**config.mk**
```make
export PLATFORM = sky130hd
export DESIGN_NAME = fir_xifu_wb
export DESIGN_NICKNAME = d
export VERILOG_FILES = /design/src/rtl/fir_xifu_wb.sv
export SDC_FILE = /design/constraint.sdc
export NUM_CORES = 1
export LEC_CHECK = 0
export ABC_AREA = 1
export BUFFER_PORTS_ARGS = -buffer_cell sky130_fd_sc_hd__buf_4
export CORE_ASPECT_RATIO = 1.5
export CORE_MARGIN = 3
export CORE_UTILIZATION = 55
export DETAILED_ROUTE_END_ITERATION = 7
export PLACE_DENSITY = 0.75
export SYNTH_ARGS = -nofsm -noshare
export SYNTH_HDL_FRONTEND = slang
export SYNTH_SLANG_ARGS = --single-unit
```
**constraint.sdc**
```tcl
create_clock -name clk_i -period 4.9 [get_ports clk_i]
set_clock_uncertainty 0.15 [all_clocks]
set_input_delay 0.735 -clock clk_i [delete_from_list [all_inputs] [get_ports clk_i]]
set_output_delay 0.735 -clock clk_i [all_outputs]
set_load 0.02 [all_outputs]
```
**src/rtl/fir_xifu_wb.sv**
```systemverilog
// Writeback stage of the FIR XIFU pipeline: in-order retire queue with commit/kill tracking and load-data collection.
// Optional zero-latency bypass for committed non-loads into an empty queue: define FIR_XIFU_WB_BYPASS_EN.
module fir_xifu_wb #(
  parameter int DEPTH  = 4,
  parameter int ID_W   = 4,
  parameter int XLEN   = 32,
  parameter int XREG_W = 3
) (
  input  logic                       clk_i,
  input  logic                       rst_i,
  input  logic                       ex_valid_i,
  output logic                       ex_ready_o,
  input  logic [ID_W-1:0]            ex_id_i,
  input  logic [4:0]                 ex_rd_i,
  input  logic                       ex_gpr_we_i,
  input  logic [XREG_W-1:0]          ex_xd_i,
  input  logic                       ex_load_i,
  input  logic [XLEN-1:0]            ex_next_addr_i,
  input  logic                       mem_result_valid_i,
  input  logic [ID_W-1:0]            mem_result_id_i,
  input  logic [XLEN-1:0]            mem_result_rdata_i,
  input  logic                       commit_valid_i,
  input  logic [ID_W-1:0]            commit_id_i,
  input  logic                       commit_kill_i,
  output logic                       result_valid_o,
  input  logic                       result_ready_i,
  output logic [ID_W-1:0]            result_id_o,
  output logic [4:0]                 result_rd_o,
  output logic                       result_we_o,
  output logic [XLEN-1:0]            result_data_o,
  output logic                       xreg_we_o,
  output logic [XREG_W-1:0]          xreg_addr_o,
  output logic [XLEN-1:0]            xreg_wdata_o,
  output logic [$clog2(DEPTH):0]     pending_o,
  output logic                       err_o
);
  localparam int PTR_W = $clog2(DEPTH);
  localparam int CNT_W = PTR_W + 1;
  localparam int NID   = 1 << ID_W;

  logic [ID_W-1:0]   q_id        [DEPTH];
  logic [4:0]        q_rd        [DEPTH];
  logic              q_we        [DEPTH];
  logic [XREG_W-1:0] q_xd        [DEPTH];
  logic              q_load      [DEPTH];
  logic [XLEN-1:0]   q_addr      [DEPTH];
  logic [XLEN-1:0]   q_rdata     [DEPTH];
  logic              q_mem_done  [DEPTH];
  logic              q_committed [DEPTH];
  logic              q_killed    [DEPTH];

  logic [PTR_W-1:0] head, tail;
  logic [CNT_W-1:0] count;
  logic [NID-1:0]   seen, kill;
  logic             err;

  logic             new_committed, new_killed, accept, enq, pop;
  logic             head_ok, drop, q_rv, byp;
  logic             cm_hit, mr_hit;
  logic [PTR_W-1:0] cm_idx, mr_idx, idx;

  always_comb begin
    new_committed = seen[ex_id_i] | (commit_valid_i && commit_id_i == ex_id_i);
    new_killed    = kill[ex_id_i] | (commit_valid_i && commit_id_i == ex_id_i && commit_kill_i);
    ex_ready_o    = (count < CNT_W'(DEPTH));
    head_ok       = (count != '0) && q_mem_done[head] && q_committed[head];
    drop          = head_ok && q_killed[head];
    q_rv          = head_ok && !q_killed[head];
    pop           = drop || (q_rv && result_ready_i);
`ifdef FIR_XIFU_WB_BYPASS_EN
    byp = !rst_i && (count == '0) && ex_valid_i && !ex_load_i && new_committed && !new_killed;
`else
    byp = 1'b0;
`endif
    accept = ex_valid_i && ex_ready_o;
    enq    = accept && !(byp && result_ready_i);
  end

  // Oldest-first search for the live entry a commit or memory result belongs to
  always_comb begin
    cm_hit = 1'b0;
    mr_hit = 1'b0;
    cm_idx = '0;
    mr_idx = '0;
    idx    = '0;
    for (int k = 0; k < DEPTH; k++) begin
      idx = head + PTR_W'(k);
      if (CNT_W'(k) < count) begin
        if (!cm_hit && q_id[idx] == commit_id_i && !q_committed[idx]) begin
          cm_hit = 1'b1;
          cm_idx = idx;
        end
        if (!mr_hit && q_id[idx] == mem_result_id_i && q_load[idx] && !q_mem_done[idx]) begin
          mr_hit = 1'b1;
          mr_idx = idx;
        end
      end
    end
  end

  always_comb begin
    result_valid_o = q_rv || byp;
    result_id_o    = '0;
    result_rd_o    = '0;
    result_we_o    = 1'b0;
    result_data_o  = '0;
    if (byp) begin
      result_id_o   = ex_id_i;
      result_rd_o   = ex_rd_i;
      result_we_o   = ex_gpr_we_i;
      result_data_o = ex_next_addr_i;
    end else if (q_rv) begin
      result_id_o   = q_id[head];
      result_rd_o   = q_rd[head];
      result_we_o   = q_we[head];
      result_data_o = q_addr[head];
    end
    xreg_we_o    = q_rv && !byp && result_ready_i && q_load[head];
    xreg_addr_o  = xreg_we_o ? q_xd[head] : '0;
    xreg_wdata_o = xreg_we_o ? q_rdata[head] : '0;
    pending_o    = count;
    err_o        = err;
  end

  // Control state: pointers, occupancy, commit table, sticky error
  always_ff @(posedge clk_i) begin
    if (rst_i) begin
      head  <= '0;
      tail  <= '0;
      count <= '0;
      seen  <= '0;
      kill  <= '0;
      err   <= 1'b0;
    end else begin
      if (enq) tail <= tail + 1'b1;
      if (pop) head <= head + 1'b1;
      count <= count + CNT_W'(enq) - CNT_W'(pop);
      if (commit_valid_i && !cm_hit) begin
        seen[commit_id_i] <= 1'b1;
        kill[commit_id_i] <= commit_kill_i;
      end
      // The accepted record consumes its table slot; this overrides a same-cycle table write
      if (accept) begin
        seen[ex_id_i] <= 1'b0;
        kill[ex_id_i] <= 1'b0;
      end
      if (mem_result_valid_i && !mr_hit) err <= 1'b1;
    end
  end

  // Entry storage; validity is defined by head/count, so no reset is needed here
  always_ff @(posedge clk_i) begin
    if (enq) begin
      q_id[tail]        <= ex_id_i;
      q_rd[tail]        <= ex_rd_i;
      q_we[tail]        <= ex_gpr_we_i;
      q_xd[tail]        <= ex_xd_i;
      q_load[tail]      <= ex_load_i;
      q_addr[tail]      <= ex_next_addr_i;
      q_mem_done[tail]  <= !ex_load_i;
      q_committed[tail] <= new_committed;
      q_killed[tail]    <= new_killed;
    end
    if (commit_valid_i && cm_hit) begin
      q_committed[cm_idx] <= 1'b1;
      q_killed[cm_idx]    <= commit_kill_i;
    end
    if (mem_result_valid_i && mr_hit) begin
      q_rdata[mr_idx]    <= mem_result_rdata_i;
      q_mem_done[mr_idx] <= 1'b1;
    end
  end
endmodule

```
==> metrics.txt, run 1 <==
clk buf depth=3; Overall Global Routing Usage=0.263; post-synthesis sequential area ratio=0.642; CTS Hold Buffers Added=0; FMAX=229 MHz; Setup CP Type=reg -> out; DPL Wire Length=28.3 mm; DP Area=18000 um^2; R2R depth=14; number of global-route vias before repair=12400; maximum vdd drop=0.314 mV; GRT overflow=0; Chip Height=217 um; max-slew violation count=0; largest net degree at the start of global routing=89; final hold violations=0; Die Span X=147 um; input/output buffers=176; Die ar.=31900 um^2; hold endpoint=pending_o[0]; YS warnings=0; Finished Cell Area=19200 um^2; Core Footprint=29000 um^2; io pins=177; CP Capture Type=output pin; FF-to-FF Start=head[1]; Reg clk slew, reported paths=0.06 ns; Area contributors post-synth=edfxtp_1, nor2_1, dfxtp_1; Slew Limit Headroom=0.344; status=complete, no violations; leakage power=0.00758 uW; # clock sinks=366; Main synth FF type=edfxtp_1; Critical R2R Capture=q_rdata[1][28]; initial DRC count=1009; Distinct cells, synth=44; post-CTS setup buffer count=0; initial antenna violation count=1; share of the synthesized area in the top cell type=0.580; post-route ant nets=0; area grow syn2layout=17.7%; largest stage delay on the critical path=0.45 ns; Mapped Cells=1655; syn avg cell area=9.88 um^2; crit path time final=4.36 ns; root buffer selected by CTS=clkbuf_16; most frequent cells after synthesis=nor2_1, edfxtp_1, nand2_1; #FFs+latches synth=366; DR WL/cell=19.2 um; share of cells above drive strength 1=0.164; Post-synth EDFFs=316; final setup violation count=0; final net count=1916; vias per cell=5.64; # DRC=0; CTS resizes=0; Slew @ Worst Pin=0.984 ns; Critical Path Start Type=flip-flop; via count=12600; Max Cap Viol=0; cells along the critical path=inv_4, nand2_1, nand3_1, nand2_1, a311oi_2, nand2_2, inv_1, nand3_2, buf_4, a21oi_1, buf_4; RSZ-0062 raised after global routing=no; R2R Setup Slk=1.12 ns; cell with the most instances after synthesis=nor2_1; Post-Syn Area=16300 um^2; CTS Buf Count=35; Tcrit/Tclk final=0.889; Mapped Nets=1757; # rows=76; drt first pass iters=7; PD cells=446 nW/um^2; Final TNS setup=0 ns; global-route wire length before repair=66.0 mm; cell taking the most area after synthesis=edfxtp_1; critical path's slowest cell=dfxtp_4; Max H-tree Level=2; Crit Path Max Fanout=44; CP required=4.01 ns; CTS tree=built; starting density of the core=0.564; Hold Crit Start=rst_i; worst-skew pair later-pin latency=0.52 ns; post-synthesis async set-or-reset flop share=0; Worst Hold Class=in -> reg; Hold Crit Depth=2; Placer Congestion=0.972; final WL=42.7 mm; critical path arrival=3.47 ns
## through the flow
stage,instances,hold WS (ns),setup slack [ns],util,total power (uW)
after floorplan,1655,0.280,1.06,-,5150
after global placement,2167,0.287,1.07,0.622,5760
after detailed placement,2167,0.294,1.08,0.622,5810
after CTS,2229,0.235,0.510,0.663,8610
after global routing,2230,0.240,0.247,0.663,9000
final,2230,0.257,0.542,0.663,8580
## power by group
part | total, uW | switching (uW) | internal, uW
Combinational | 2030 | 1420 | 615
Clock | 2820 | 1150 | 1670
Sequential | 3730 | 130 | 3600
## final cells by class
cell class              instances  area [um^2]
flip-flops and latches        366        10500
fillers                      2285         9770
multi-input cells            1099         5110
repair buffers                198         1500
clock buffers                  38          908
well taps                     390          488
inverters                     114          433
clock inverters                24          293
diodes                          1         2.50
## kinds of logic (layout without fill, tap and decap cells)
family	count (synthesis)	in the layout	share of synthesized area
simple gates	750	750	0.192
fa+ha+maj	9	9	0.00735
compound gates	325	325	0.104
buf+inv	190	374	0.0466
flops	366	366	0.642
xor+xnor	15	15	0.00804
other cells	0	1	0
## how the worst max path moves through the flow
| stage | startpoint | slack (ns) | endpoint | depth (start not counted) |
|---|---|---|---|---|
| 3_5_place_dp | flip-flop | 1.08 | xreg_wdata_o[31] | 11 |
| 6_report | flip-flop | 0.54 | xreg_wdata_o[31] | 11 |
| 3_3_place_gp | flip-flop | 1.07 | xreg_wdata_o[31] | 11 |
| 4_1_cts | flip-flop | 0.51 | xreg_wdata_o[31] | 11 |
| 5_1_grt | flip-flop | 0.25 | xreg_wdata_o[31] | 11 |
| 2_1_floorplan | pending_o[2] | 1.06 | q_rdata[2][0] | 13 |
## routing by layer
metal,vias up,share of wire,track usage,wire (um)
li1,5942,-,-,-
met1,5970,0.38,0.316,16000
met2,545,0.52,0.469,22000
met3,113,0.065,0.0348,2760
met4,0,0.044,0.119,1900
met5,-,0,0,0
## critical path, delay by kind of cell, from the launching register on
kind                   cells  cell delay, ns
buffers and inverters      4            1.07
AO/OA/AOI/OAI              2            0.56
AND/OR/NAND/NOR            5            0.85
flip-flops                 1            0.45
## sequential cells by signal, summed over array words and instances (netlist names), named ones only
name         cells
q_addr         128
q_rdata        128
q_rd            20
kill            16
q_id            16
seen            16
q_xd            12
q_committed      4
q_killed         4
q_load           4
q_mem_done       4
q_we             4
pending_o        3
head             2
tail             2
err_o            1
## layout by cell type, fill, tap and decap left out, types with 6 or more instances in the layout
master / count
nor2_1: 368
edfxtp_1: 316
nand2_1: 258
buf_4: 197
o21ai_0: 193
inv_1: 104
a21oi_1: 103
nand3_1: 74
dfxtp_1: 48
clkbuf_16: 36
xor2_1: 14
o22ai_1: 12
nand4_1: 10
nor3b_2: 9
inv_2: 8
ha_1: 8
nor2_2: 7
nor3_2: 7
clkinv_1: 7
bufinv_16: 6
Power figures use the tool's default switching activity.
==> run 2: changes to the inputs <==
CORE_MARGIN = not set   (was 3)
==> run 2 against run 1 <==
  * Worst setup slack gained 0.18 ns
  * Critical path type unchanged
  * Global-route usage up 2.0 points
  * Wire length is 0.23% lower
  * Hold slack got worse by 0.0092 ns
  * Count of clock-buffer cells in the layout rose by 2
  * Critical path depth shrank 2
  * Combinational power is essentially flat
  * Fmax is 4.4% higher
  * Largest cell class unchanged
  * Largest power group unchanged
  * Final area is 0.23% higher
==> metrics.txt, run 2 (synthesis gave the netlist of run 1 again) <==
status=complete, no violations; sw power=2710 uW; final setup violation count=0; initial DRC count=988; Ant. Diodes=0; Slew Limit Headroom=0.404; Gate power share=0.232; root buffer selected by CTS=clkbuf_16; R2R depth=14; max-slew violation count=0; critical path arrival=3.29 ns; CP Capture Type=output pin; starting density of the core=0.564; register share of total power=0.431; GRT overflow=0; FMAX=240 MHz; # DRC=0; maximum vdd drop=0.328 mV; Worst Hold Class=in -> reg; Tcrit/Tclk final=0.852; Overall Global Routing Usage=0.282; worst-skew pair later-pin latency=0.53 ns; DR WL/cell=19.1 um; CTS resizes=0; Die ar.=30400 um^2; CTS Buf Count=35; post-CTS setup buffer count=0; Die Span X=143 um; clock network fraction of design power=0.336; io pins=177; Placer Congestion=0.960; final WL=42.6 mm; CP required=4.01 ns; setup ws final=0.726 ns; PD cells=451 nW/um^2; Switching Fraction=0.311; # clock sinks=366; CTS tree=built; CTS Hold Buffers Added=0; input/output buffers=176; number of global-route vias before repair=12000; Max Cap Viol=0; Final TNS setup=0 ns; DPL Wire Length=28.4 mm; Crit Path Max Fanout=43; via count=12500; final hold violations=0; Critical R2R Capture=q_rdata[1][30]; Reg clk slew, reported paths=0.06 ns; Chip Height=213 um; post-layout util=0.665; # rows=76; vias per cell=5.59; Slew @ Worst Pin=0.894 ns; Max H-tree Level=2; leakage power=0.00761 uW; initial antenna violation count=0; largest net degree at the start of global routing=65; Critical Path Start Type=flip-flop; Regs by FF count=q_addr (128), q_rdata (128), q_rd (20); RSZ-0062 raised after global routing=no; pre-CTS WS=1.15 ns; post-route ant nets=0; clk buf depth=3; most frequent cells in the layout=nor2_1, edfxtp_1, nand2_1; commonest non-fill, non-tap cell in the layout=nor2_1; crit path time final=4.17 ns; Setup CP Type=reg -> out; Core Footprint=29000 um^2; share of cells above drive strength 1=0.165; area grow syn2layout=17.9%; internal power=5990 uW; global-route wire length before repair=64.4 mm; drt first pass iters=8; R2R Setup Slk=1.15 ns; end point of the critical path=result_data_o[31]; final net count=1916
==> run 2: changes by cell type in the layout (fill, tap and decap cells not counted) <==
cell | previous run | this run
buf_4 | 197 | 198
diode_2 | 1 | 0
inv_6 | 2 | 1
clkbuf_1 | 2 | 4
clkinv_8 | 1 | 2
bufinv_16 | 6 | 8
clkinv_4 | 2 | 0
clkinv_2 | 4 | 6
clkinv_1 | 7 | 5
buf_12 | 1 | 0
==> run 2: how the worst min path moves through the flow <==
stage                        from  slack [ns]             to  cells past startpoint
6_report       ex_next_addr_i[24]        0.25  q_addr[3][24]                      1
3_3_place_gp                err_o        0.29          err_o                      2
5_1_grt        ex_next_addr_i[15]        0.24  q_addr[2][15]                      1
4_1_cts         ex_next_addr_i[8]        0.23   q_addr[2][8]                      1
3_5_place_dp              seen[1]        0.29        seen[1]                      2
2_1_floorplan            seen[13]        0.28       seen[13]                      2
==> run 2: layout make-up <==
| class | instances | area, um^2 |
|---|---|---|
| clock buffers | 40 | 916 |
| clock inverters | 24 | 345 |
| fillers | 2274 | 9720 |
| inverters | 114 | 433 |
| multi-input cells | 1099 | 5110 |
| flip-flops and latches | 366 | 10500 |
| well taps | 390 | 488 |
| repair buffers | 198 | 1490 |
==> run 2: power groups by stage <==
stage | clock (uW) | sequential (uW) | combinational [uW]
floorplan | 0 | 3740 | 1410
global placement | 0 | 3810 | 1970
detailed placement | 0 | 3810 | 2010
CTS | 2960 | 3750 | 2020
global route | 3080 | 3770 | 2250
finish | 2930 | 3750 | 2020
==> run 2: critical path, cell delays in order, from the launching register on <==
cell      delay [ns]
dfxtp_4         0.69
buf_4           0.56
a21oi_1         0.06
o21ai_0         0.10
nand2_1         0.10
a311oi_2        0.26
nand2_2         0.08
buf_4           0.31
a21oi_1         0.32
buf_4           0.20
==> run 2: layer usage <==
layer | vias to the layer above | part of all wire | global-route usage
met5 | - | 0 | 0
met4 | 0 | 0.049 | 0.140
met3 | 127 | 0.063 | 0.0446
met2 | 449 | 0.52 | 0.511
met1 | 5943 | 0.37 | 0.322
li1 | 5948 | - | -
==> run 2: stage by stage <==
stage	power [uW]	instances	hold slack, ns	instance area [um^2]
3_3_place_gp	5780	2167	0.289	18000
5_1_grt	9100	2231	0.240	19300
4_1_cts	8730	2231	0.231	19300
6_report	8700	2231	0.248	19300
3_5_place_dp	5820	2167	0.294	18000
2_1_floorplan	5150	1655	0.280	16300
==> run 3: changes to the inputs <==
ABC_AREA = not set   (was 1)
CORE_UTILIZATION = 53   (was 55)
PLACE_DENSITY = 0.76   (was 0.75)
clock period = 3.54 ns   (was 4.9 ns; I/O delays follow)
==> run 3 against run 2 <==
  * Synthesized cell count down 45%
  * Cell count down 32%
  * Critical path depth up 2
  * Die area down 0.12%
  * Register-to-register slack worse by 1.1 ns
  * Hold slack worse by 0.19 ns
==> metrics.txt, run 3 <==
status=complete, no violations; cells along the critical path=mux4_1, xnor2_1, nand3_1, or4_1, buf_4, a21boi_0, nor3_1, o21ai_0, buf_4, nor2_4, buf_12; Die ar.=30400 um^2; post-synthesis async set-or-reset flop share=0; Area contributors post-synth=edfxtp_1, mux4_2, dfxtp_1; via count=8880; cell taking the most area after synthesis=edfxtp_1; Mapped Cells=905; Post-Syn Area=15700 um^2; pre-CTS WS=-0.191 ns; largest stage delay on the critical path=0.64 ns; Crit Path Max Fanout=20; Post-synth EDFFs=316; YS warnings=0; CTS Buf Count=36; initial DRC count=516; # clock sinks=366; Worst Hold Class=in -> reg; DR WL/cell=22.4 um; CTS tree=built; final WL=34.2 mm; io pins=177; Max Cap Viol=0; Mapped Nets=1007; Setup CP Type=reg -> reg; maximum vdd drop=0.453 mV; Main synth FF type=edfxtp_1; Crit path max-delay family=simple AND/OR/NAND/NOR gates; share of cells above drive strength 1=0.368; final hold violations=0; hold slack=0.0545 ns; input/output buffers=176; # rows=76; PD cells=535 nW/um^2; syn avg cell area=17.4 um^2; starting density of the core=0.543; #FFs+latches synth=366; leakage power=0.00654 uW; Final TNS setup=0 ns; CP required=3.61 ns; Distinct cells, synth=59; global-route wire length before repair=51.1 mm; post-route ant nets=0; FMAX=290 MHz; clk buf depth=3; Critical Path Start Type=flip-flop; most frequent cells in the layout=edfxtp_1, buf_4, mux4_2; critical path arrival=3.51 ns; number of global-route vias before repair=9263; initial antenna violation count=0; critical path's slowest cell=mux4_1; cell with the most instances after synthesis=edfxtp_1; crit path time final=3.44 ns; GRT overflow=0; post-synthesis sequential area ratio=0.667; final setup violation count=0; largest net degree at the start of global routing=47; CTS Hold Buffers Added=0; drt first pass iters=4; most frequent cells after synthesis=edfxtp_1, mux4_2, nor2b_1; Overall Global Routing Usage=0.229; commonest non-fill, non-tap cell in the layout=edfxtp_1; Chip Height=213 um; Buf/Inv on CP=3; Placer Congestion=0.895; share of the synthesized area in the top cell type=0.603; Regs by FF count=q_addr (128), q_rdata (128), q_rd (20); CP most frequent cell=buf_4; Slew @ Worst Pin=0.794 ns; CP Capture Type=flip-flop; DPL Wire Length=22.1 mm; area grow syn2layout=21.5%; Reg clk slew, reported paths=0.06 ns; Core Footprint=29000 um^2; # DRC=0; Slew Limit Headroom=0.470; root buffer selected by CTS=clkbuf_16; final net count=1216; max-slew violation count=0; Die Span X=143 um; vias per cell=5.81; Pwr Total=10200 uW; setup ws final=0.0971 ns; Max H-tree Level=2; Tcrit/Tclk final=0.973; worst-skew pair later-pin latency=0.52 ns
==> run 3: cell count changes in the layout (fill, tap and decap cells not counted), sizes merged, moves of 23 or more <==
cell | previous run | this run
a21oi | 105 | 18
buf | 198 | 221
inv | 115 | 29
mux4 | 0 | 109
nand2 | 263 | 32
nand3 | 76 | 12
nor2 | 378 | 28
nor2b | 0 | 94
o21ai | 197 | 6
xnor2 | 1 | 33
==> run 3: final timing paths <==
path	from	end	slack [ns]	depth (start not counted)
setup / recovery	head[0]	q_rdata[1][31]	0.1	11
hold / removal	ex_rd_i[3]	q_rd[0][3]	0.05	1
setup reg to reg	head[0]	q_rdata[1][31]	0.1	11
hold reg to reg	seen[10]	seen[10]	0.30	2
==> run 3: cell type report <==
| cell class | instances | area, um^2 |
|---|---|---|
| well taps | 390 | 488 |
| diodes | 1 | 2.50 |
| fillers | 1969 | 9880 |
| repair buffers | 222 | 1880 |
| flip-flops and latches | 366 | 10500 |
| clock buffers | 48 | 977 |
| clock inverters | 13 | 166 |
| inverters | 29 | 109 |
| multi-input cells | 459 | 5000 |
==> run 3: through the flow <==
step / cell area, um^2 / instances / util
global route: 19100 / 1527 / 0.659
floorplan: 15800 / 905 / -
finish: 19100 / 1528 / 0.659
detailed placement: 17800 / 1462 / 0.614
CTS: 19000 / 1524 / 0.656
global placement: 17800 / 1462 / 0.614
==> run 3: layer usage <==
layer	part of all wire	up-vias	global-route usage
met4	0.032	0	0.0997
met1	0.38	4563	0.268
met3	0.054	77	0.0460
li1	-	3964	-
met5	0	-	0
met2	0.54	276	0.407
==> run 3: where the power goes <==
part | internal [uW] | total, uW | switching, uW | leakage, uW
registers | 5020 | 5150 | 132 | 0.00328
logic | 646 | 1320 | 678 | 0.00271
clock network | 2230 | 3750 | 1530 | 0.000548
total | 7890 | 10200 | 2340 | 0.00654
==> run 3: cells by family after synthesis <==
kind of cell	Yosys count	share of synthesized area
AO/OA/AOI/OAI	66	0.0283
XOR/XNOR	40	0.0223
adder cells (fa/ha/maj)	9	0.00763
buffers and inverters	80	0.0243
flip-flops	366	0.667
multiplexers	127	0.171
AND/OR/NAND/NOR	217	0.0799
==> run 3: timing repair <==
action,4_1_cts,5_1_grt
cloned,0,1
setup buffers,1,2
setup endpoints to repair,187,163
resized for setup,17,16
pin swaps,1,1
